### config.mk
export PLATFORM = sky130hd
export DESIGN_NAME = spike_input_buffer
export DESIGN_NICKNAME = d
export VERILOG_FILES = /design/src/rtl/snn_pkg.sv /design/src/rtl/snn_sync_fifo.sv /design/src/rtl/spike_input_buffer.sv
export SDC_FILE = /design/constraint.sdc
export NUM_CORES = 1
export LEC_CHECK = 0
export ABC_CLOCK_PERIOD_IN_PS = 4100
export CELL_PAD_IN_SITES_DETAIL_PLACEMENT = 0
export CELL_PAD_IN_SITES_GLOBAL_PLACEMENT = 2
export CORE_AREA = 2 2 187 189
export CTS_BUF_LIST = sky130_fd_sc_hd__clkbuf_16
export CTS_CLUSTER_DIAMETER = 150
export DETAILED_ROUTE_END_ITERATION = 6
export DIE_AREA = 0 0 189 191
export HOLD_SLACK_MARGIN = 0.05
export PLACE_DENSITY_LB_ADDON = 0.2
export SYNTH_ARGS = -nofsm -noshare
export SYNTH_HDL_FRONTEND = slang
export SYNTH_HIERARCHICAL = 1
export SYNTH_SLANG_ARGS = --single-unit
### constraint.sdc
create_clock -name s_axi_aclk -period 4.1 [get_ports s_axi_aclk]
set_input_delay 0.82 -clock s_axi_aclk [delete_from_list [all_inputs] [get_ports s_axi_aclk]]
set_output_delay 0.82 -clock s_axi_aclk [all_outputs]
set_load 0.03 [all_outputs]
### src/rtl/snn_pkg.sv
// rtl/snn_pkg.sv - shared spike widths and packet layout for the wrapper and spike path
package snn_pkg;

    localparam int NEURON_ID_W = 8;
    localparam int WEIGHT_W    = 8;

    // Spike packet layout on the wrapper side: ID in the low byte, weight above it
    localparam int SPIKE_ID_LSB  = 0;
    localparam int SPIKE_ID_MSB  = 7;
    localparam int SPIKE_WT_LSB  = 8;
    localparam int SPIKE_WT_MSB  = 15;
    localparam int SPIKE_PKT_W   = 16;

    typedef struct packed {
        logic [WEIGHT_W-1:0]    weight;
        logic [NEURON_ID_W-1:0] neuron_id;
    } spike_pkt_t;

    function automatic spike_pkt_t pack_spike(input logic [NEURON_ID_W-1:0] id,
                                              input logic [WEIGHT_W-1:0] wt);
        spike_pkt_t p;
        p.neuron_id = id;
        p.weight    = wt;
        return p;
    endfunction

endpackage

### src/rtl/snn_sync_fifo.sv
// rtl/snn_sync_fifo.sv - generic first-word-fall-through FIFO with wrap-bit pointers
module snn_sync_fifo #(
    parameter int DEPTH = 16,
    parameter int WIDTH = 16
) (
    input  logic                     clk,
    input  logic                     rst_n,
    input  logic                     flush,
    input  logic                     wr_en,
    input  logic [WIDTH-1:0]         wr_data,
    input  logic                     rd_en,
    output logic [WIDTH-1:0]         rd_data,
    output logic                     full,
    output logic                     empty,
    output logic [$clog2(DEPTH):0]   fill_level
);

    localparam int AW = $clog2(DEPTH);

    logic [AW:0]      wr_ptr;
    logic [AW:0]      rd_ptr;
    logic [WIDTH-1:0] mem [DEPTH];
    logic             push;
    logic             pop;

    assign empty      = (wr_ptr == rd_ptr);
    assign full       = (wr_ptr[AW] != rd_ptr[AW]) && (wr_ptr[AW-1:0] == rd_ptr[AW-1:0]);
    assign fill_level = wr_ptr - rd_ptr;

    // Head data is masked while empty so stale storage never shows on the output
    assign rd_data = empty ? '0 : mem[rd_ptr[AW-1:0]];

    assign push = wr_en & ~full & ~flush;
    assign pop  = rd_en & ~empty & ~flush;

    always_ff @(posedge clk or negedge rst_n) begin
        if (!rst_n) begin
            wr_ptr <= '0;
            rd_ptr <= '0;
        end else if (flush) begin
            wr_ptr <= '0;
            rd_ptr <= '0;
        end else begin
            if (push) wr_ptr <= wr_ptr + 1'b1;
            if (pop)  rd_ptr <= rd_ptr + 1'b1;
        end
    end

    always_ff @(posedge clk) begin
        if (push) mem[wr_ptr[AW-1:0]] <= wr_data;
    end

endmodule

### src/rtl/spike_input_buffer.sv
// rtl/spike_input_buffer.sv - range-filtered spike queue between the AXI wrapper and router
module spike_input_buffer
    import snn_pkg::*;
#(
    parameter int DEPTH           = 16,
    parameter int NUM_NEURONS     = 64,
    parameter int NEURON_ID_WIDTH = NEURON_ID_W,
    parameter int WEIGHT_WIDTH    = WEIGHT_W
) (
    input  logic                       s_axi_aclk,
    input  logic                       s_axi_aresetn,
    input  logic                       enable,
    input  logic                       flush,
    input  logic                       clr_stats,
    input  logic                       in_valid,
    input  logic [NEURON_ID_WIDTH-1:0] in_neuron_id,
    input  logic [WEIGHT_WIDTH-1:0]    in_weight,
    output logic                       in_ready,
    output logic                       out_valid,
    output logic [NEURON_ID_WIDTH-1:0] out_neuron_id,
    output logic [WEIGHT_WIDTH-1:0]    out_weight,
    input  logic                       out_ready,
    output logic [$clog2(DEPTH):0]     fill_level,
    output logic                       full,
    output logic                       empty,
    output logic [31:0]                accepted_count,
    output logic [15:0]                drop_count
);

    localparam int W = NEURON_ID_WIDTH + WEIGHT_WIDTH;

    logic         in_range;
    logic         handshake;
    logic         store;
    logic         drop;
    logic [W-1:0] head;

    assign in_range  = (32'(in_neuron_id) < NUM_NEURONS);
    // Reset gating keeps the wrapper from seeing a consume while the block is held in reset
    assign in_ready  = s_axi_aresetn & enable & ~flush & ~full;
    assign handshake = in_valid & in_ready;
    assign store     = handshake & in_range;
    assign drop      = handshake & ~in_range;

    assign out_valid = ~empty;
    assign {out_weight, out_neuron_id} = head;

    snn_sync_fifo #(
        .DEPTH (DEPTH),
        .WIDTH (W)
    ) u_fifo (
        .clk        (s_axi_aclk),
        .rst_n      (s_axi_aresetn),
        .flush      (flush),
        .wr_en      (store),
        .wr_data    ({in_weight, in_neuron_id}),
        .rd_en      (out_ready),
        .rd_data    (head),
        .full       (full),
        .empty      (empty),
        .fill_level (fill_level)
    );

    // clr_stats wins over a coincident increment
    always_ff @(posedge s_axi_aclk or negedge s_axi_aresetn) begin
        if (!s_axi_aresetn) begin
            accepted_count <= '0;
            drop_count     <= '0;
        end else if (clr_stats) begin
            accepted_count <= '0;
            drop_count     <= '0;
        end else begin
            if (store) accepted_count <= accepted_count + 32'd1;
            if (drop && drop_count != 16'hFFFF) drop_count <= drop_count + 16'd1;
        end
    end

endmodule

# Yosys cells after proc, flatten, opt, wreduce, memory -nomap -nowiden
# Memory sizes are Yosys's and may differ from the RTL's.
# Cells that the tools add are included.
[op_classes] eq_ne=4 reduce_logical=6 n_lt_le_gt_ge=1 mux=11 n_bitwise=14 n_addsub=5
[op_table] op="$mux W32" count=2
[op_table] op="$mux W16" count=3
[op_table] op="$add A32 B1 Y32 const B" count=1
[op_table] op="$mux W5" count=4
[op_table] op="$add A16 B1 Y16 const B" count=1
[op_table] op="$ne A16 B16 Y1 const B" count=1
[op_table] op="$add A5 B1 Y5 const B" count=2
[op_table] op="$and A1 B1 Y1" count=10
[op_table] op="$lt A8 B7 Y1 const B" count=1
[op_table] op="$reduce_bool A2 Y1" count=4
[op_table] op="$eq A5 B5 Y1" count=1
[op_table] op="$sub A5 B5 Y5" count=1
[op_table] op="$eq A4 B4 Y1" count=1
[op_table] op="$not A1 Y1" count=4
[op_table] op="$logic_and A1 B1 Y1" count=2
[op_table] op="$mux W1" count=2
[op_table] op="$ne A1 B1 Y1" count=1
[word_totals] elab_cells=46 ramBits=256 register_bits=58 memories=1
[mem_list] memory="u_fifo.mem" depth=16 width=16 read_ports=1 rd_ports_with_merged_regs=0 wr=1 line="snn_sync_fifo.sv:22" source="logic [WIDTH-1:0] mem [DEPTH];"

# Depth between registers and ports, before layout
[logic_depth] ltp_word=10 depth_mapped=15

# Hierarchy
# Netlist, hierarchy kept.
[by_module_without_submodules] module="snn_sync_fifo" area_per_inst_um2=10697.8 instances=1 cells_per_inst=514
[by_module_without_submodules] module="spike_input_buffer" area_per_inst_um2=2753.9 instances=1 cells_per_inst=290

# Worst setup path after synthesis
# Ideal clock, no wire load.
[synth_path] path_type="reg2reg" start="reg u_fifo.rd_ptr[3]" end="mem u_fifo.mem[0][0] (enable)" n_path_buf=4 required_time_ps=3691 setup_slack_ps=-640 stages_incl_launch_ff=16 synth_period_minus_slack_ps=4740 arrival_ps=4331 setup_time_ps=409 path_cell_list="dfrtp_1 buf_2 buf_2 inv_2 buf_2 ha_1 nand4_1 nor2_1 and4bb_2 buf_2 nand2_1 inv_1 inv_1 a211oi_1 nand2_1 nor3_1"
[synth_via] elab_chain_cells=10
[synth_rtl] element="start: declaration" line="snn_sync_fifo.sv:21" source="logic [AW:0] rd_ptr;"
[synth_rtl] element="start signal: assignment" line="snn_sync_fifo.sv:45" source="if (pop) rd_ptr <= rd_ptr + 1'b1;"
[synth_rtl] element="$eq A4 B4 Y1" line="snn_sync_fifo.sv:27" source="assign full = (wr_ptr[AW] != rd_ptr[AW]) && (wr_ptr[AW-1:0] == rd_ptr[AW-1:0]);"
[synth_rtl] element="$logic_and A1 B1 Y1" line="snn_sync_fifo.sv:27"
[synth_rtl] element="named net full" line="spike_input_buffer.sv:24" source="output logic full,"
[synth_rtl] element="$not A1 Y1" line="spike_input_buffer.sv:40" source="assign in_ready = s_axi_aresetn & enable & ~flush & ~full;"
[synth_rtl] element="$and A1 B1 Y1" line="spike_input_buffer.sv:40"
[synth_rtl] element="named net in_ready" line="spike_input_buffer.sv:18" source="output logic in_ready,"
[synth_rtl] element="$and A1 B1 Y1" line="spike_input_buffer.sv:41" source="assign handshake = in_valid & in_ready;"
[synth_rtl] element="$and A1 B1 Y1" line="spike_input_buffer.sv:42" source="assign store = handshake & in_range;"
[synth_rtl] element="named net store" line="spike_input_buffer.sv:34" source="logic store;"
[synth_rtl] element="$and A1 B1 Y1 (2 in series)" line="snn_sync_fifo.sv:33" source="assign push = wr_en & ~full & ~flush;"
[synth_rtl] element="$mux W1" line="snn_sync_fifo.sv:50" source="if (push) mem[wr_ptr[AW-1:0]] <= wr_data;"
[synth_rtl] element="$mux W1 (not written as such)" line="snn_sync_fifo.sv:50"
[synth_rtl] element="end: declaration" line="snn_sync_fifo.sv:22"
# The timed path passes the listed nets, and every way through them passes these cells.

# Worst setup path after layout
[layout_path] start="reg u_fifo.wr_ptr[2]" end="out out_neuron_id[2]"
[layout_via] elab_chain_cells=2
[layout_rtl] element="start: declaration" line="snn_sync_fifo.sv:20" source="logic [AW:0] wr_ptr;"
[layout_rtl] element="start signal: assignment" line="snn_sync_fifo.sv:44" source="if (push) wr_ptr <= wr_ptr + 1'b1;"
[layout_rtl] element="$eq A5 B5 Y1" line="snn_sync_fifo.sv:26" source="assign empty = (wr_ptr == rd_ptr);"
[layout_rtl] element="$mux W16" line="snn_sync_fifo.sv:31" source="assign rd_data = empty ? '0 : mem[rd_ptr[AW-1:0]];"
[layout_rtl] element="end: declaration" line="spike_input_buffer.sv:20" source="output logic [NEURON_ID_WIDTH-1:0] out_neuron_id,"
# Every way passes these cells.

==> metrics <==
root buffer cell sky130_fd_sc_hd__clkbuf_16; number of instances in the synthesized netlist 804; most used cells in the layout excluding fill and tap cells 256 x sky130_fd_sc_hd__edfxtp_1, 69 x sky130_fd_sc_hd__clkdlybuf4s50_1, 63 x sky130_fd_sc_hd__buf_4, 57 x sky130_fd_sc_hd__dfrtp_1, 54 x sky130_fd_sc_hd__a21oi_1; average size of a mapped cell 16.7 um^2; sequential cell area fraction in the yosys report about 68%; Pins Over Slew Limit 0; worst hold-check slack roughly 550 ps; sink count of the clock tree 314; class of the worst hold path register to register; drt first pass iters 4; Final GP Congestion around 0.78; number of buffers inserted by port buffering 95; netlist area before placement roughly 0.013 mm^2; maximum clock frequency ~260 MHz; crit start category register; core outline area 0.0341 mm^2; clk_lat worst skew about 520 ps; Die Height between 150 and 200 um; drt via density about 5.6; total negative setup slack 0 ps; remaining antenna violation count after routing 0; number of antenna diodes 0; via total after detailed routing ~7900; mean routed wirelength per cell 23.1 um; Synth Flop Type sky130_fd_sc_hd__edfxtp_1; total global-route track usage 18.3%; total of flip-flops plus latches after synthesis between 300 and 400; global-route wire length before repair around 50000 um; clock edge transition at the registers on the reported setup and hold paths roughly 50 ps; final setup violating endpoints 0; leading cell type in the layout, fill and taps excluded sky130_fd_sc_hd__edfxtp_1; total half-perimeter wirelength after legalization and detailed placement between 20000 and 25000 um; post-cts gate resize count 0; final layout net count ~970; IO Count 96; kind of end point of the critical path primary output; Cell variety after synth between 50 and 60; number of enable-type register cells in the synthesized netlist roughly 260; leakage power approximately 0.0055 uW; layout overhead on the synthesized area 20.1%; actual slew at the worst max-slew pin between 1000 and 1500 ps; Arr. time, crit path slightly above 3000 ps; buffer depth of the longest clock path 3; unrepaired setup endpoints after global routing false; number of global-route vias before repair 8097; maximum number of pins on one net before global-route repair 59; width of the die ~190 um; number of maximum-capacitance constraint violations 0; ratio of final minimum period to clock period a little over nine tenths; minimum clock period between 3000 and 4000 ps; TritonCTS clock tree built; WP data required 3280 ps; count of unresolved DRC violations after routing 0; hold buffers post-CTS 0; overall overflow remaining after global route 0; Synthesized Nets 839; CP Class register to primary output; Placement Cell Area around 0.015 mm^2; final wirelength around 33000 um; Setup Fix Bufs, Post-CTS 0; design area between 0.015 and 0.02 mm^2; Initial Utilization 39.4%; fraction of layout instances using a drive strength above 1 21.4%; Std-Cell Rows 68; yosys synthesis warning count 6; highest ir drop seen on vdd about 0.21 mV; highest net fanout along the worst path 13; relative slew slack approximately 16%; Layout Skew between 15 and 20 ps; final number of hold-violating endpoints 0; initial antenna violation count 0; total clock buffers created by CTS 35; First DRT Iteration DRCs roughly 570; outcome finished clean; die outline area 0.0361 mm^2; power per cell area approximately 420 mW/mm^2; number of fill cells in the layout between 2000 and 3000; post-synthesis async set-or-reset flop share a little under a fifth; H-Tree Depth 2
-- cell usage after synthesis, types with 3 or more instances --
cell type / instances / share of area [%]
sky130_fd_sc_hd__edfxtp_1: 256 / 57
sky130_fd_sc_hd__or3_1: 8 / 0.37
sky130_fd_sc_hd__mux2_2: 23 / 1.9
sky130_fd_sc_hd__dfrtp_1: 58 / 11
sky130_fd_sc_hd__nand3_1: 22 / 0.82
sky130_fd_sc_hd__nor3_1: 4 / 0.15
sky130_fd_sc_hd__nand2_1: 22 / 0.61
sky130_fd_sc_hd__buf_4: 3 / 0.17
sky130_fd_sc_hd__and3_1: 4 / 0.19
sky130_fd_sc_hd__ha_1: 11 / 1.0
sky130_fd_sc_hd__and2_1: 3 / 0.14
sky130_fd_sc_hd__xor2_1: 9 / 0.59
sky130_fd_sc_hd__or4_1: 23 / 1.3
sky130_fd_sc_hd__xnor2_1: 7 / 0.46
sky130_fd_sc_hd__buf_1: 5 / 0.14
sky130_fd_sc_hd__nand4_1: 20 / 0.93
sky130_fd_sc_hd__o21ai_1: 13 / 0.48
sky130_fd_sc_hd__clkbuf_1: 17 / 0.47
sky130_fd_sc_hd__o41ai_1: 3 / 0.20
sky130_fd_sc_hd__mux4_2: 39 / 6.5
sky130_fd_sc_hd__inv_1: 15 / 0.42
sky130_fd_sc_hd__nor4_1: 5 / 0.23
sky130_fd_sc_hd__mux4_1: 23 / 4.5
sky130_fd_sc_hd__buf_6: 7 / 0.59
sky130_fd_sc_hd__o21ai_0: 13 / 0.48
sky130_fd_sc_hd__and4_1: 8 / 0.52
sky130_fd_sc_hd__buf_2: 11 / 0.41
sky130_fd_sc_hd__a21oi_1: 54 / 2.0
sky130_fd_sc_hd__o31ai_1: 24 / 1.3
sky130_fd_sc_hd__nor2b_1: 7 / 0.33
sky130_fd_sc_hd__mux2i_1: 20 / 1.5
sky130_fd_sc_hd__nor2_1: 34 / 0.95
-- final timing paths --
check                            startpoint            endpoint  slack (ps)  cells past startpoint
max                        u_fifo/wr_ptr[2]    out_neuron_id[2]         200                      7
min                          drop_count[15]      drop_count[15]         550                      1
max reg2reg                u_fifo/wr_ptr[2]  accepted_count[31]         550                      8
min reg2reg                  drop_count[15]      drop_count[15]         550                      1
max in group asynchronous     s_axi_aresetn    u_fifo/rd_ptr[0]        2960                      2
min in group asynchronous     s_axi_aresetn   accepted_count[7]         560                      2
-- per-layer routing --
layer  track usage [%]  vias to the layer above  wire length, um
met3              3.08                       38             1590
met2              30.8                      235            16300
met1              24.5                     4073            14100
li1                  -                     3529                -
met4              5.20                        0              674
met5                 0                        -                0
-- worst max-delay path: stages (launching register included) --
cell and delay [ps]:
sky130_fd_sc_hd__dfrtp_1 530, sky130_fd_sc_hd__ha_1 450, sky130_fd_sc_hd__and4_1 330, sky130_fd_sc_hd__nand2_1 480, sky130_fd_sc_hd__buf_4 350, sky130_fd_sc_hd__o21ai_1 160
sky130_fd_sc_hd__a21oi_1 70, sky130_fd_sc_hd__buf_4 190
-- report_power, final --
group / switching, uW / internal [uW]
Combinational: 126 / 58.3
Sequential: 2.77 / 3450
Clock: 1230 / 1850
Total: 1360 / 5370
-- metrics by stage --
step / total power [uW] / setup slack (ps) / std cells / util [%]
floorplan: 3600 / -217 / 804 / -
global placement: 3710 / 605 / 1351 / 44.0
detailed placement: 3710 / 555 / 1351 / 44.0
CTS: 6810 / 67.3 / 1415 / 47.4
global route: 6950 / 13.2 / 1414 / 47.4
finish: 6720 / 198 / 1414 / 47.4
-- registers in the layout (all words and copies together), names as in the netlist --
name	count
accepted_count	32
drop_count	16
u_fifo/wr_ptr	5
u_fifo/mem	256
u_fifo/rd_ptr	5
-- cells by family (layout without fill, tap and decap cells) --
kind of cell / Yosys count / count (layout) / share of synthesized area [%]
AOI/OAI and AO/OA: 119 / 119 / 5.23
xor gates and xnor gates: 17 / 17 / 1.16
adders and majority gates: 12 / 12 / 1.17
buffers and inverters: 63 / 218 / 2.50
DFF: 314 / 314 / 67.9
muxes: 105 / 105 / 14.4
and+or+nand+nor: 174 / 174 / 7.56
-- layout make-up --
type	instances	area, um^2	share of cell area, %
Sequential cell	314	9140	56.6
Multi-Input combinational cell	427	4000	24.8
Timing Repair Buffer	137	1230	7.63
Clock buffer	36	901	5.57
Tap cell	455	569	3.52
Clock inverter	28	249	1.54
Inverter	17	63.8	0.395
Power figures use the tool's default switching activity.
